### config.mk
export PLATFORM = sky130hd
export DESIGN_NAME = modbus_frame_sequencer_flat
export DESIGN_NICKNAME = d
export VERILOG_FILES = /design/src/rtl/modbus_pkg.sv /design/src/rtl/modbus_frame_sequencer_if.sv /design/src/rtl/modbus_frame_sequencer_period_tick.sv /design/src/rtl/modbus_frame_sequencer.sv /design/src/flat_wrapper.sv
export SDC_FILE = /design/constraint.sdc
export NUM_CORES = 1
export LEC_CHECK = 0
export CAP_MARGIN = 0
export CELL_PAD_IN_SITES_DETAIL_PLACEMENT = 1
export CELL_PAD_IN_SITES_GLOBAL_PLACEMENT = 2
export CORE_MARGIN = 2
export CORE_UTILIZATION = 21
export CTS_CLUSTER_SIZE = 24
export DETAILED_ROUTE_END_ITERATION = 12
export PLACE_DENSITY_LB_ADDON = 0.1
export SLEW_MARGIN = 5
export SYNTH_ARGS = -nofsm -noshare
export SYNTH_HDL_FRONTEND = slang
export SYNTH_SLANG_ARGS = --single-unit
### constraint.sdc
create_clock -name clk -period 2.7 [get_ports clk]
set_clock_uncertainty 0.05 [all_clocks]
set_input_delay 0.405 -clock clk [delete_from_list [all_inputs] [get_ports clk]]
set_output_delay 0.405 -clock clk [all_outputs]
set_load 0.03 [all_outputs]
### src/rtl/modbus_pkg.sv
// Shared Modbus request definitions: function codes, 48-bit frame layout and
// the frame packing helper used by the sequencer.
package modbus_pkg;

  localparam logic [7:0] FUNC_WRITE_SINGLE = 8'h06;
  localparam logic [7:0] FUNC_READ_HOLDING = 8'h03;

  localparam int FRAME_W   = 48;
  localparam int ID_LSB    = 0;
  localparam int FUNC_LSB  = 8;
  localparam int ADDR_LSB  = 16;
  localparam int VALUE_LSB = 32;

  typedef enum logic {
    ST_IDLE = 1'b0,
    ST_SEND = 1'b1
  } state_e;

  function automatic logic [FRAME_W-1:0] build_frame(
    input logic [7:0]  id,
    input logic [7:0]  func,
    input logic [15:0] addr,
    input logic [15:0] value
  );
    logic [FRAME_W-1:0] f;
    f = '0;
    f[ID_LSB    +: 8]  = id;
    f[FUNC_LSB  +: 8]  = func;
    f[ADDR_LSB  +: 16] = addr;
    f[VALUE_LSB +: 16] = value;
    return f;
  endfunction

endpackage

### src/rtl/modbus_frame_sequencer_if.sv
// Valid/ready frame channel between the request sequencer (master) and the
// RS-485 transmitter (slave).
interface modbus_frame_sequencer_if #(
  parameter int IDX_W = 7
);
  import modbus_pkg::*;

  logic [FRAME_W-1:0] data;
  logic               tx_valid;
  logic [IDX_W-1:0]   frame_idx;
  logic               tx_ready;

  modport master (output data, output tx_valid, output frame_idx, input tx_ready);
  modport slave  (input data, input tx_valid, input frame_idx, output tx_ready);

endinterface

### src/rtl/modbus_frame_sequencer_period_tick.sv
// Free-running prescaler: counts 0..PERIOD-1 and flags the last count as the
// launch tick.
module period_tick #(
  parameter int PERIOD = 160000
) (
  input  logic clk,
  input  logic rst_n,
  output logic tick
);

  localparam int CNT_W = (PERIOD > 2) ? $clog2(PERIOD) : 1;

  logic [CNT_W-1:0] count_q;

  assign tick = (count_q == CNT_W'(PERIOD - 1));

  always_ff @(posedge clk) begin
    if (!rst_n) begin
      count_q <= '0;
    end else if (tick) begin
      count_q <= '0;
    end else begin
      count_q <= count_q + CNT_W'(1);
    end
  end

endmodule

### src/rtl/modbus_frame_sequencer.sv
// Periodic Modbus request sequencer: one write/read frame per tick, held on a
// valid/ready channel until the transmitter accepts it.
module modbus_frame_sequencer
  import modbus_pkg::*;
#(
  parameter int N_WR      = 10,
  parameter int N_RD      = 10,
  parameter int BASE_ADDR = 300,
  parameter int SLAVE_ID  = 2,
  parameter int PERIOD    = 160000,
  parameter int IDX_W     = 7
) (
  input  logic                clk,
  input  logic                rst_n,
  input  logic                enable,
  input  logic [16*N_WR-1:0]  wr_regs,
  input  logic                overrun_clr,
  output logic                cycle_done,
  output logic                overrun,
  modbus_frame_sequencer_if.master tx
);

  localparam int               N_FRAMES = N_WR + N_RD;
  localparam logic [IDX_W-1:0] LAST_IDX = IDX_W'(N_FRAMES - 1);

  state_e             state_q;
  logic [IDX_W-1:0]   idx_q;
  logic [IDX_W-1:0]   frame_idx_q;
  logic [FRAME_W-1:0] data_q;
  logic               cycle_done_q;
  logic               overrun_q;

  logic               tick;
  logic [7:0]         func_d;
  logic [15:0]        addr_d;
  logic [15:0]        value_d;
  logic [FRAME_W-1:0] frame_d;

  period_tick #(.PERIOD(PERIOD)) u_period_tick (
    .clk  (clk),
    .rst_n(rst_n),
    .tick (tick)
  );

  // Frame for the current index; write slots take the live register value,
  // which is captured only on the launch edge.
  always_comb begin
    // NOTE: defaults first so every path assigns every output -- no latch.
    func_d  = FUNC_READ_HOLDING;
    value_d = 16'd1;
    for (int k = 0; k < N_WR; k++) begin
      if (idx_q == IDX_W'(k)) begin
        func_d  = FUNC_WRITE_SINGLE;
        value_d = wr_regs[16*k +: 16];
      end
    end
    addr_d  = 16'(BASE_ADDR) + 16'(idx_q);
    frame_d = build_frame(8'(SLAVE_ID), func_d, addr_d, value_d);
  end

  always_ff @(posedge clk) begin
    if (!rst_n) begin
      state_q      <= ST_IDLE;
      idx_q        <= '0;
      frame_idx_q  <= '0;
      data_q       <= '0;
      cycle_done_q <= 1'b0;
      overrun_q    <= 1'b0;
    end else begin
      // NOTE: non-blocking throughout, so every branch reads pre-edge state.
      cycle_done_q <= 1'b0;

      // A tick that finds a frame still pending is dropped; set beats clear.
      if (tick && (state_q == ST_SEND)) begin
        overrun_q <= 1'b1;
      end else if (overrun_clr) begin
        overrun_q <= 1'b0;
      end

      unique case (state_q)
        ST_IDLE: begin
          if (tick && enable) begin
            state_q     <= ST_SEND;
            data_q      <= frame_d;
            frame_idx_q <= idx_q;
          end
        end
        ST_SEND: begin
          if (tx.tx_ready) begin
            state_q      <= ST_IDLE;
            cycle_done_q <= (idx_q == LAST_IDX);
            idx_q        <= (idx_q == LAST_IDX) ? '0 : idx_q + IDX_W'(1);
          end
        end
        default: state_q <= ST_IDLE;
      endcase
    end
  end

  assign tx.data      = data_q;
  assign tx.tx_valid  = (state_q == ST_SEND);
  assign tx.frame_idx = frame_idx_q;
  assign cycle_done   = cycle_done_q;
  assign overrun      = overrun_q;

endmodule

### src/flat_wrapper.sv
// flat-port wrapper written by rule: the top's interface ports become plain ports
module modbus_frame_sequencer_flat import modbus_pkg::*;
#(
  parameter int N_WR      = 10,
  parameter int N_RD      = 10,
  parameter int BASE_ADDR = 300,
  parameter int SLAVE_ID  = 2,
  parameter int PERIOD    = 160000,
  parameter int IDX_W     = 7
)
  (clk, rst_n, enable, wr_regs, overrun_clr, cycle_done, overrun, tx_data, tx_tx_valid, tx_frame_idx, tx_tx_ready);
  modbus_frame_sequencer_if #(.IDX_W(IDX_W)) tx_i ();
  input  logic clk;
  input  logic rst_n;
  input  logic enable;
  input  logic [16*N_WR-1:0] wr_regs;
  input  logic overrun_clr;
  output logic cycle_done;
  output logic overrun;
  output wire logic [$bits(tx_i.data)-1:0] tx_data;
  output wire logic [$bits(tx_i.tx_valid)-1:0] tx_tx_valid;
  output wire logic [$bits(tx_i.frame_idx)-1:0] tx_frame_idx;
  input wire logic [$bits(tx_i.tx_ready)-1:0] tx_tx_ready;
  assign tx_data = tx_i.data;
  assign tx_tx_valid = tx_i.tx_valid;
  assign tx_frame_idx = tx_i.frame_idx;
  assign tx_i.tx_ready = tx_tx_ready;
  modbus_frame_sequencer #(.N_WR(N_WR), .N_RD(N_RD), .BASE_ADDR(BASE_ADDR), .SLAVE_ID(SLAVE_ID), .PERIOD(PERIOD), .IDX_W(IDX_W)) u_core (.clk(clk), .rst_n(rst_n), .enable(enable), .wr_regs(wr_regs), .overrun_clr(overrun_clr), .cycle_done(cycle_done), .overrun(overrun), .tx(tx_i));
endmodule
== After elaboration in Yosys (flattened, before gate mapping) ==
Cells that the tools add are included.
W data, S select, Z words.

* Bits in registers: 76
* Bits in latches: 0
* Memory bits (writable): 0
* Memory bits (read-only): 0
* Input port bits: 165
* Output and inout port bits: 58
* Memories: 0

* $add $sub $neg: 3
* Multipliers: 0
* Divide/modulo/power cells: 0
* $lt $le $gt $ge: 0
* Equality and inequality tests: 11
* Shift operators: 0
* Multiplexer cells: 26
* Bitwise logic cells: 2
* Reduce and logical (&&, ||, !) cells: 8

{| class="wikitable"
|+ Operators by type and width
! cell !! number
|-
| $mux W16 || 10
|-
| $mux W8 || 9
|-
| $eq A7 B3 Y1 const B || 4
|-
| $add A18 B1 Y18 const B || 1
|-
| $eq A18 B18 Y1 const B || 1
|-
| $eq A7 B2 Y1 const B || 2
|-
| $eq A7 B4 Y1 const B || 2
|-
| $add A9 B7 Y10 const A || 1
|-
| $add A7 B1 Y7 const B || 1
|-
| $eq A7 B1 Y1 const B || 1
|-
| $eq A7 B5 Y1 const B || 1
|-
| $logic_not A7 Y1 || 1
|-
| $mux W7 || 1
|-
| $mux W1 || 4
|-
| $reduce_and A2 Y1 || 2
|-
| $mux W3 || 1
|-
| $reduce_and A3 Y1 || 1
|-
| $logic_and A1 B1 Y1 || 2
|-
| $not A1 Y1 || 2
|-
| $pmux W1 S2 || 1
|-
| $reduce_bool A2 Y1 || 1
|-
| $reduce_or A2 Y1 || 1
|}

== Logic depth before layout (Yosys ltp) ==
* Depth after elaboration: 11
* Depth in mapped cells: 10
* Gate-level depth less buffers: 8

== Cells and area by module ==
A second synthesis with hierarchy kept.

* Cell total of the unflattened synthesis: 575
* Area total of the unflattened synthesis: 4362.9 um^2

{| class="wikitable"
|+ By module, submodules not included
! module !! instances !! cells each !! area each (um^2)
|-
| modbus_frame_sequencer || 1 || 481 || 3534.6
|-
| period_tick || 1 || 94 || 828.3
|}

== Worst setup path before layout ==
OpenSTA, ideal clock, no wires.

* Path type: register to register
* Start point: register u_core.idx_q[3]
* End point: register u_core.data_q[40], in the netlist u_core.tx.data[40]
* Arrival time: 1.983 ns
* Data required time: 2.518 ns
* Path slack: 0.535 ns
* Stages on the path, launching flop included: 10
* Period minus slack after synthesis: 2.165 ns
* Cells stage by stage: dfxtp_1 inv_1 ha_1 or4b_1 buf_6 nor2_8 nand2_4 o221a_1 a221oi_2 a21oi_1

* Longest elaborated chain between the ends: 11
* Elaborated cells on any way between the ends: 20
* Classes of those cells: eq/ne (9); mux (10); reduce/logical (1)

{| class="wikitable"
|+ RTL lines
! element !! line !! source
|-
| start: declaration || modbus_frame_sequencer.sv:27 || <nowiki>logic [IDX_W-1:0] idx_q;</nowiki>
|-
| start signal: assignment || modbus_frame_sequencer.sv:92 || <nowiki>idx_q <= (idx_q == LAST_IDX) ? '0 : idx_q + IDX_W'(1);</nowiki>
|-
| $logic_not A7 Y1 || modbus_frame_sequencer.sv:52 || <nowiki>if (idx_q == IDX_W'(k)) begin</nowiki>
|-
| $mux W16 (9 in a row) || modbus_frame_sequencer.sv:52 ||
|-
| $mux W16 (*) || modbus_frame_sequencer.sv:52 ||
|-
| end signal: assignment || modbus_frame_sequencer.sv:84 || <nowiki>data_q <= frame_d;</nowiki>
|-
| end: declaration || modbus_frame_sequencer.sv:29 || <nowiki>logic [FRAME_W-1:0] data_q;</nowiki>
|}

Mark *: on every way between the ends. The rest lies on a longest branch, timed or not.
A chain may end at the register's enable or synchronous reset.

== Final worst setup path ==
* Start point: register u_core.idx_q[2]
* End point: register u_core.data_q[43], in the netlist u_core.tx.data[43]

Same word-level chain as after synthesis.

==> metrics <==
crit path to u_core.tx.data[43]; via count 5132; worst setup path class flip-flop to flip-flop; DRT antenna net count 0; Std-Cell Rows 52; Ys Warns 0; Slew HR 0.216; R2R depth 8; Clock Sinks 60; Final Critical Period 2.46 ns; share of the synthesized area in the top cell type 0.279; die area 21600 µm²; arrival time worst endpoint 2.68 ns; Fmax achieved 407 MHz; Main synth FF type dfxtp_1; R2R Setup Slk 0.24 ns; CTS root buffer clkbuf_16; Crit path required time 2.92 ns; Worst Hold Depth 2; worst r2r dst u_core.tx.data[43]; EDFF count, synth 0; Commonest cells post-synth 61 x nand2_1, 60 x dfxtp_1, 50 x nor2_1, 40 x a21oi_1, 26 x clkbuf_1; post-synthesis instance area 4300 µm²; CP Capture Type flip-flop; worst-path fanout max 8; GR Util All Layers 0.200; total CTS buffers 9; Seq/Total Area, Yosys 0.279; library cells used by synthesis 60; # DRC 0; Mapped Cells 568; number of synthesized register bits 60; Final Cycle Share 0.911; nets 944; I/O pin count 223; Synth area leaders dfxtp_1 28%, nand2_1 5.3%, a21oi_1 4.7%; Synth async-reset ratio 0; htree depth 3; VDD IR max 0.293 mV; Util after Layout 0.347; Mapped Avg Cell Area 7.57 µm²; final wirelength 22.0 mm; run status complete, no violations; Post-CTS Setup Inserts 0; most frequent cell after synthesis nand2_1; RR Startpoint u_core.idx_q[2]; dominant cell type by area after synthesis dfxtp_1; P_leak 2.62 nW; Worst-Skew Late Latency 0.34 ns; Synth-to-Final Area Change 63.0%; worst slew pin tran 1.17 ns; Core Box Area 20200 µm²; PnR Total Power 2.67 mW; # port buffers 203; Max Cap Viol 0; Startpoint Class flip-flop; Post-CTS Resized 0; Die X-Extent 147 µm; final count of hold timing violations 0; total grt overflow 0; starting density of the core 0.213; CTS tree yes; routed len/inst 21.0 µm; Hold Path Class flip-flop to flip-flop; DP HPWL 17.3 mm; maximum buffer depth of the clock tree 2; Worst setup startpoint u_core.idx_q[2]; Final Slew Violations 0; CTS Hold Bufs 0; Setup TNS Final 0 ns; Final setup viols 0; pin count of the biggest net entering global routing 46; fraction of layout cells with a size suffix above 1 0.0879; first-pass GRT wire length 33.2 mm; gp weighted congestion 0.824; unrepaired setup endpoints after global routing false; Die Y 147 µm; first-pass detailed-route iteration total 4; initial antenna violation count 1; vias in the first global route 5505; CTS clock-pin slew for the worst setup and hold paths 0.06 ns; Ant. Diodes 0; vias per inst 4.92; Cell Pwr Density 381 nW/µm²; Initial DRC Count 198
## area by class of cell
cell class	instances	area [µm²]
fillers	2406	13200
multi-input cells	442	2740
repair buffers	238	2310
flip-flops and latches	60	1200
well taps	270	338
clock buffers	10	239
clock inverters	6	111
inverters	18	67.6
## layer usage
metal | global-route usage | share of wire | vias up
met4 | 0.0447 | 0.010 | 2
met2 | 0.350 | 0.49 | 181
li1 | - | - | 2452
met3 | 0.0432 | 0.065 | 16
met5 | 0 | 0.00059 | -
met1 | 0.252 | 0.43 | 2481
## logic make-up (layout without fill, tap and decap cells)
logic type,after synthesis,after routing,synth area share
compound gates,201,201,0.318
xor+xnor,23,23,0.0469
fa+ha+maj,10,10,0.0291
buf+inv,84,272,0.101
flops,60,60,0.279
other cells,1,19,0.000873
simple gates,189,189,0.224
## where the power goes
group          total (mW)  switching, mW  internal [mW]
Clock                1.39          0.468          0.927
Sequential          0.893        0.00353          0.889
Combinational       0.382          0.141          0.240
Total                2.67          0.613           2.06
## worst min-delay path by stage
stage	startpoint	endpoint	slack, ns
finish	u_core.tx.frame_idx[2]	u_core.tx.frame_idx[2]	0.41
global route	u_core.tx.data[20]	u_core.tx.data[20]	0.44
CTS	u_core.tx.frame_idx[6]	u_core.tx.frame_idx[6]	0.41
detailed placement	u_core.tx.frame_idx[6]	u_core.tx.frame_idx[6]	0.40
global placement	u_core.u_period_tick.count_q[0]	u_core.u_period_tick.count_q[0]	0.39
floorplan	u_core.u_period_tick.count_q[0]	u_core.u_period_tick.count_q[0]	0.38
## worst max-delay path, stage by stage (launching register included)
cell      delay (ns)
dfxtp_1         0.46
ha_1            0.29
or4b_1          0.45
buf_4           0.21
nor2_8          0.19
a31oi_1         0.07
a221oi_2        0.34
o221ai_1        0.15
a21oi_1         0.17
## registers in the layout (all words and copies together) (netlist names)
signal                        count
u_core.overrun                    1
u_core.tx.data                   25
u_core.cycle_done                 1
u_core.tx.frame_idx               7
u_core.idx_q                      7
u_core.tx.tx_valid                1
u_core.u_period_tick.count_q     18
## per-stage QoR
stage	std cells	worst slack, ns	cell area (µm²)	hold slack [ns]
after floorplan	586	0.535	4370	0.380
after global routing	1044	0.0456	7000	0.442
after CTS	1044	0.194	7000	0.409
after detailed placement	1028	0.201	6650	0.398
after global placement	1028	0.274	6650	0.394
final	1044	0.240	7000	0.407
## cells in the final DEF (no fill, tap or decap), types with 14 or more instances in the layout
cell type	count
clkdlybuf4s50_1	203
nand2_1	61
dfxtp_1	60
nor2_1	50
a21oi_1	40
buf_4	34
o21ai_0	25
o22ai_1	25
o21ai_1	19
conb_1	19
nand3_1	18
inv_1	17
a22oi_1	17
a31oi_1	15
xor2_1	14
Note: power is estimated with default switching activity, not from simulation.
